--- config.mk ---
export PLATFORM = sky130hd
export DESIGN_NAME = twiddle_gen
export DESIGN_NICKNAME = d
export VERILOG_FILES = /design/src/rtl/twiddle_gen.sv
export SDC_FILE = /design/constraint.sdc
export NUM_CORES = 1
export LEC_CHECK = 0
export CAP_MARGIN = 20
export CORE_UTILIZATION = 26
export DETAILED_ROUTE_END_ITERATION = 10
export REMOVE_ABC_BUFFERS = 1
export SYNTH_ARGS = -nofsm -noshare
export SYNTH_HDL_FRONTEND = slang
export SYNTH_SLANG_ARGS = --single-unit
--- constraint.sdc ---
create_clock -name clk -period 3.9 [get_ports clk]
set_clock_uncertainty 0.1 [all_clocks]
set_input_delay 0.585 -clock clk [delete_from_list [all_inputs] [get_ports clk]]
set_output_delay 0.585 -clock clk [all_outputs]
set_load 0.02 [all_outputs]
--- src/rtl/twiddle_gen.sv ---
// FFT twiddle-factor generator: quarter-wave cosine table with quadrant folding,
// random-access requests plus a strided index sequencer, 2-stage pipeline.
module twiddle_gen #(
    parameter int LOG2N = 5,
    parameter int DW    = 32,
    parameter int FRAC  = 16
) (
    input  logic                 clk,
    input  logic                 rst,
    input  logic                 in_valid,
    output logic                 in_ready,
    input  logic [LOG2N-1:0]     in_addr,
    input  logic                 seq_start,
    input  logic [LOG2N-1:0]     seq_stride,
    input  logic [LOG2N:0]       seq_count,
    output logic                 seq_busy,
    output logic                 out_valid,
    input  logic                 out_ready,
    output logic signed [DW-1:0] out_re,
    output logic signed [DW-1:0] out_im,
    output logic [LOG2N-1:0]     out_idx,
    output logic                 out_last
);
    localparam int N  = 1 << LOG2N;
    localparam int QN = N / 4;
    localparam int AW = LOG2N - 1;
    localparam int RW = LOG2N - 2;
    localparam logic [LOG2N:0] CNT_ONE = 1;
    localparam real PI = 3.14159265358979323846;

    // Elaboration-time cos via Taylor series; angle stays within [0, pi/2].
    function automatic logic signed [DW-1:0] cos_q(input int i);
        real x;
        real term;
        real sum;
        x    = 2.0 * PI * real'(i) / real'(N);
        term = 1.0;
        sum  = 1.0;
        for (int n = 1; n < 20; n++) begin
            term = -term * x * x / real'((2 * n - 1) * (2 * n));
            sum  = sum + term;
        end
        return DW'($rtoi(sum * (2.0 ** FRAC) + 0.5));
    endfunction

    function automatic logic signed [DW-1:0] cond_neg(input logic signed [DW-1:0] v,
                                                      input logic neg);
        return neg ? -v : v;
    endfunction

    logic signed [DW-1:0] cos_tbl [0:QN];
    for (genvar g = 0; g <= QN; g++) begin : g_tbl
        assign cos_tbl[g] = cos_q(g);
    end

    typedef enum logic {IDLE, SEQ} state_t;
    state_t state, state_nxt;

    logic             en;
    logic [LOG2N-1:0] seq_k;
    logic [LOG2N-1:0] stride_r;
    logic [LOG2N:0]   seq_left;
    logic             seq_launch;

    logic             issue_vld;
    logic [LOG2N-1:0] issue_k;
    logic             issue_last;

    assign en         = !out_valid || out_ready;
    assign seq_busy   = (state == SEQ);
    assign in_ready   = (state == IDLE) && !seq_start && en && !rst;
    // A launch pulse is taken even while the output is stalled so it is never lost.
    assign seq_launch = (state == IDLE) && seq_start && (seq_count != '0);

    always_comb begin
        state_nxt  = state;
        issue_vld  = 1'b0;
        issue_k    = in_addr;
        issue_last = 1'b0;
        unique case (state)
            IDLE: begin
                if (seq_launch) begin
                    state_nxt = SEQ;
                end else if (in_valid && in_ready) begin
                    issue_vld = 1'b1;
                end
            end
            SEQ: begin
                issue_k    = seq_k;
                issue_last = (seq_left == CNT_ONE);
                if (en) begin
                    issue_vld = 1'b1;
                    if (seq_left == CNT_ONE) state_nxt = IDLE;
                end
            end
            default: state_nxt = IDLE;
        endcase
    end

    always_ff @(posedge clk) begin
        if (rst) state <= IDLE;
        else     state <= state_nxt;
    end

    always_ff @(posedge clk) begin
        if (seq_launch) begin
            seq_k    <= '0;
            stride_r <= seq_stride;
            seq_left <= seq_count;
        end else if (state == SEQ && en) begin
            seq_k    <= seq_k + stride_r;
            seq_left <= seq_left - CNT_ONE;
        end
    end

    // Quadrant fold: pick table address and sign for each component.
    logic [1:0]    quad;
    logic [AW-1:0] r_ext;
    logic [AW-1:0] r_cmp;
    logic [AW-1:0] re_addr, im_addr;
    logic          re_neg, im_neg;

    always_comb begin
        quad    = issue_k[LOG2N-1:LOG2N-2];
        r_ext   = {1'b0, issue_k[RW-1:0]};
        r_cmp   = AW'(QN) - r_ext;
        re_addr = r_ext;
        im_addr = r_cmp;
        re_neg  = 1'b0;
        im_neg  = 1'b1;
        unique case (quad)
            2'd0: begin re_addr = r_ext; re_neg = 1'b0; im_addr = r_cmp; im_neg = 1'b1; end
            2'd1: begin re_addr = r_cmp; re_neg = 1'b1; im_addr = r_ext; im_neg = 1'b1; end
            2'd2: begin re_addr = r_ext; re_neg = 1'b1; im_addr = r_cmp; im_neg = 1'b0; end
            default: begin re_addr = r_cmp; re_neg = 1'b0; im_addr = r_ext; im_neg = 1'b0; end
        endcase
    end

    // ---- stage 1: folded index and signs ----
    logic             vld_p1;
    logic             last_p1;
    logic [LOG2N-1:0] k_p1;
    logic [AW-1:0]    re_addr_p1, im_addr_p1;
    logic             re_neg_p1, im_neg_p1;

    always_ff @(posedge clk) begin
        if (rst) begin
            vld_p1  <= 1'b0;
            last_p1 <= 1'b0;
        end else if (en) begin
            vld_p1  <= issue_vld;
            last_p1 <= issue_last;
        end
    end

    always_ff @(posedge clk) begin
        if (en) begin
            k_p1       <= issue_k;
            re_addr_p1 <= re_addr;
            im_addr_p1 <= im_addr;
            re_neg_p1  <= re_neg;
            im_neg_p1  <= im_neg;
        end
    end

    // ---- stage 2: table read, negate, output registers ----
    logic vld_p2;

    always_ff @(posedge clk) begin
        if (rst) begin
            vld_p2   <= 1'b0;
            out_last <= 1'b0;
            out_re   <= '0;
            out_im   <= '0;
            out_idx  <= '0;
        end else if (en) begin
            vld_p2   <= vld_p1;
            out_last <= vld_p1 && last_p1;
            out_re   <= cond_neg(cos_tbl[re_addr_p1], re_neg_p1);
            out_im   <= cond_neg(cos_tbl[im_addr_p1], im_neg_p1);
            out_idx  <= k_p1;
        end
    end

    assign out_valid = vld_p2;

endmodule

==> flow_summary.toml <==
[final_layout]
fin_nets = 683
drive_above_1_share_pct = 5.41
n_fill_cell = 1979
fin_cells = 907
postLayoutCellArea_sq_um = 6530
area_delta_synth_final_pct = 28.3
layout_commonest_cell = "clkdlybuf4s50_1"
multiInputGateArea_sq_um = 2570
final_cell_mix = "clkdlybuf4s50_1, dfxtp_1, a21oi_1, nand2_1, nor2_1"
seqCellArea_sq_um = 2300
diodes = 0

[timing]
hold_slack_ps = 352
finalHoldViolations = 0
finalSetupViolCount = 0
clock.fmax_mhz = 314
final.setup.tns_ps = 0
final-max-slew-violation-count = 0
slew_headroom_pct = 36.5
tightest_slew_ps = 949
fin_crit_sh_pct = 81.8
rsz0062_at_grt = "no"
period_needed_ps = 3190

[die]
ios = 94
num_rows = 50
die-area_sq_um = 20100
initial_utilization_pct = 26.8
die_h_um = 142
die_x_um = 142
core_sq_um = 19000

[critical_path]
cp_slowest_stage_delay_ps = 570
critPathSlowestCell = "a21oi_1"
cp_max_fo = 8
crit_chain = "inv_1 > ha_1 > nor2b_1 > a211o_1 > ha_1 > o21ai_1 > nor2_1 > a21oi_1 > a21o_1"
worst_r2r_endpoint = "out_re[28]"
crit_type = "register to register"
cpMostUsedCell = "ha_1"
critPathCaptureType = "register"
crit_family = "compound AO/OA/AOI/OAI gates"
rr_worst_depth = 9
crit_arrival_ps = 3390
crit_buf_inv = 1
r2r_start = "re_addr_p1[1]"
start_kind = "register"
r2r_slack_ps = 710
required_ps = 4100

[cts]
cts_setup_buffers = 0
hold_buffers = 0
clkLatencyLatePin_ps = 360
clock_sinks = 103
htreeDepth = 3
cts_tree = "built"
cts_buffer_depth = 2
ctsResizeCount = 0
cts_buffers = 9
root_buffer = "clkbuf_16"
clk_pin_slew_ps = 70

[global_route]
grt_pass1_wl_mm = 20.4
grt_pass1_vias = 3932
grtUsageTotal_pct = 12.9
grt_max_degree = 40
gr-total-overflow = 0
antenna_found_initial = 0

[detailed_routing]
route.detailed.drc = 0
drtIter0Drc = 342
routed_via_density = 4.54
drtAntennaViolNets = 0
totalWireLength_mm = 12.5
wire_per_inst_um = 13.8
drtPass1Iterations = 5
num_vias = 4119

[yosys]
async_reset_ff_share_pct = 0
synth_top_family_by_area = "compound AO/OA/AOI/OAI gates"
syn_avg_cell_area_sq_um = 8.94
synthCells = 569
synthSimpleGateAreaFrac_pct = 16.4
ys_seq_area_share_pct = 45.2
yosysWarnings = 0
synth-seq-cells = 103
synth_ff_type = "dfxtp_1"
ys_types = 57
synth-xor-area-share_pct = 5.51
synthAdderAreaFrac_pct = 5.07
syn_area_sq_um = 5090
synth-edff-count = 24
synth_compound_area_share_pct = 20.9
yosys-mux-area-fraction_pct = 2.39

[placed_design]
dp.cells = 891
io_buffers = 93
hpwl_mm = 8.85
placedInstanceArea_sq_um = 6240
gp_congestion = 0.798

[power]
p_leak_nw = 2.58
power_mw = 3.99
powerDensity_nw_per_um2 = 611
max-vdd-ir-drop_mv = 0.215

[hold_path]
hp-start = "out_re[25]"
min_path_cells = 1
hold_path.class = "register to register"
hold_end = "out_re[25]"

[flow_run]
cap_violations = 0

[run_status]
status = "finished clean"
layout make-up:
class | count | area share, %
inverter | 19 | 1.09
multi-input combinational | 410 | 39.3
clock buffer | 10 | 3.66
tap | 260 | 4.98
timing repair buffer | 99 | 14.9
sequential | 103 | 35.3
clock inverter | 6 | 0.786
routing by layer:
metal  vias up  track usage (%)  part of all wire (%)
met1      1863             17.4                    49
met5         -                0                     0
met2        93             19.9                    45
met4         0             4.98                   1.7
met3        12             2.83                   5.0
li1       2151                -                     -
where the power goes:
group,internal (mW),switching (mW)
Combinational,0.734,0.836
Clock,0.460,0.426
Sequential,1.33,0.206
Total,2.52,1.47
cells in the mapped netlist (11+ instances only):
| cell type | n | area [sq um] |
|---|---|---|
| nand2_1 | 63 | 236 |
| nand2b_1 | 16 | 100 |
| a21o_1 | 22 | 165 |
| dfxtp_1 | 79 | 1580 |
| o21ai_0 | 36 | 180 |
| clkbuf_1 | 25 | 93.8 |
| a21oi_1 | 64 | 320 |
| xnor2_1 | 23 | 201 |
| ha_1 | 19 | 238 |
| a211oi_1 | 13 | 97.6 |
| edfxtp_1 | 24 | 721 |
| nor2_1 | 45 | 169 |
| inv_1 | 17 | 63.8 |
| mux2i_1 | 11 | 110 |
cell families after synthesis:
kind of cell               count (synthesis)
and+or+nand+nor                          176
xor gates and xnor gates                  32
adders and majority gates                 20
AOI/OAI and AO/OA                        170
buffers and inverters                     56
DFF                                      103
muxes                                     12
registers in the layout, indices dropped and copies added (netlist names), 3 cells and up:
name / count
seq_k: 5
im_addr_p1: 3
out_idx: 5
re_addr_p1: 3
stride_r: 5
out_re: 32
seq_left: 6
out_im: 32
k_p1: 5
how the worst max path moves through the flow:
stage                  startpoint          to  slack, ps  depth (start not counted)
finish              re_addr_p1[1]  out_re[28]        710                          9
global route        re_addr_p1[1]  out_re[18]        420                          9
CTS                 re_addr_p1[1]  out_re[28]        700                          9
detailed placement  re_addr_p1[1]  out_re[28]        720                          9
global placement    re_addr_p1[1]  out_re[28]        720                          9
floorplan               out_ready  out_re[17]       -490                          4
stage by stage:
stage                     util (%)  setup WS [ps]
final                         34.4            711
after global routing          34.4            424
after CTS                     34.4            698
after detailed placement      32.9            722
after global placement        32.9            719
after floorplan                  -           -487
Power figures use the tool's default switching activity.
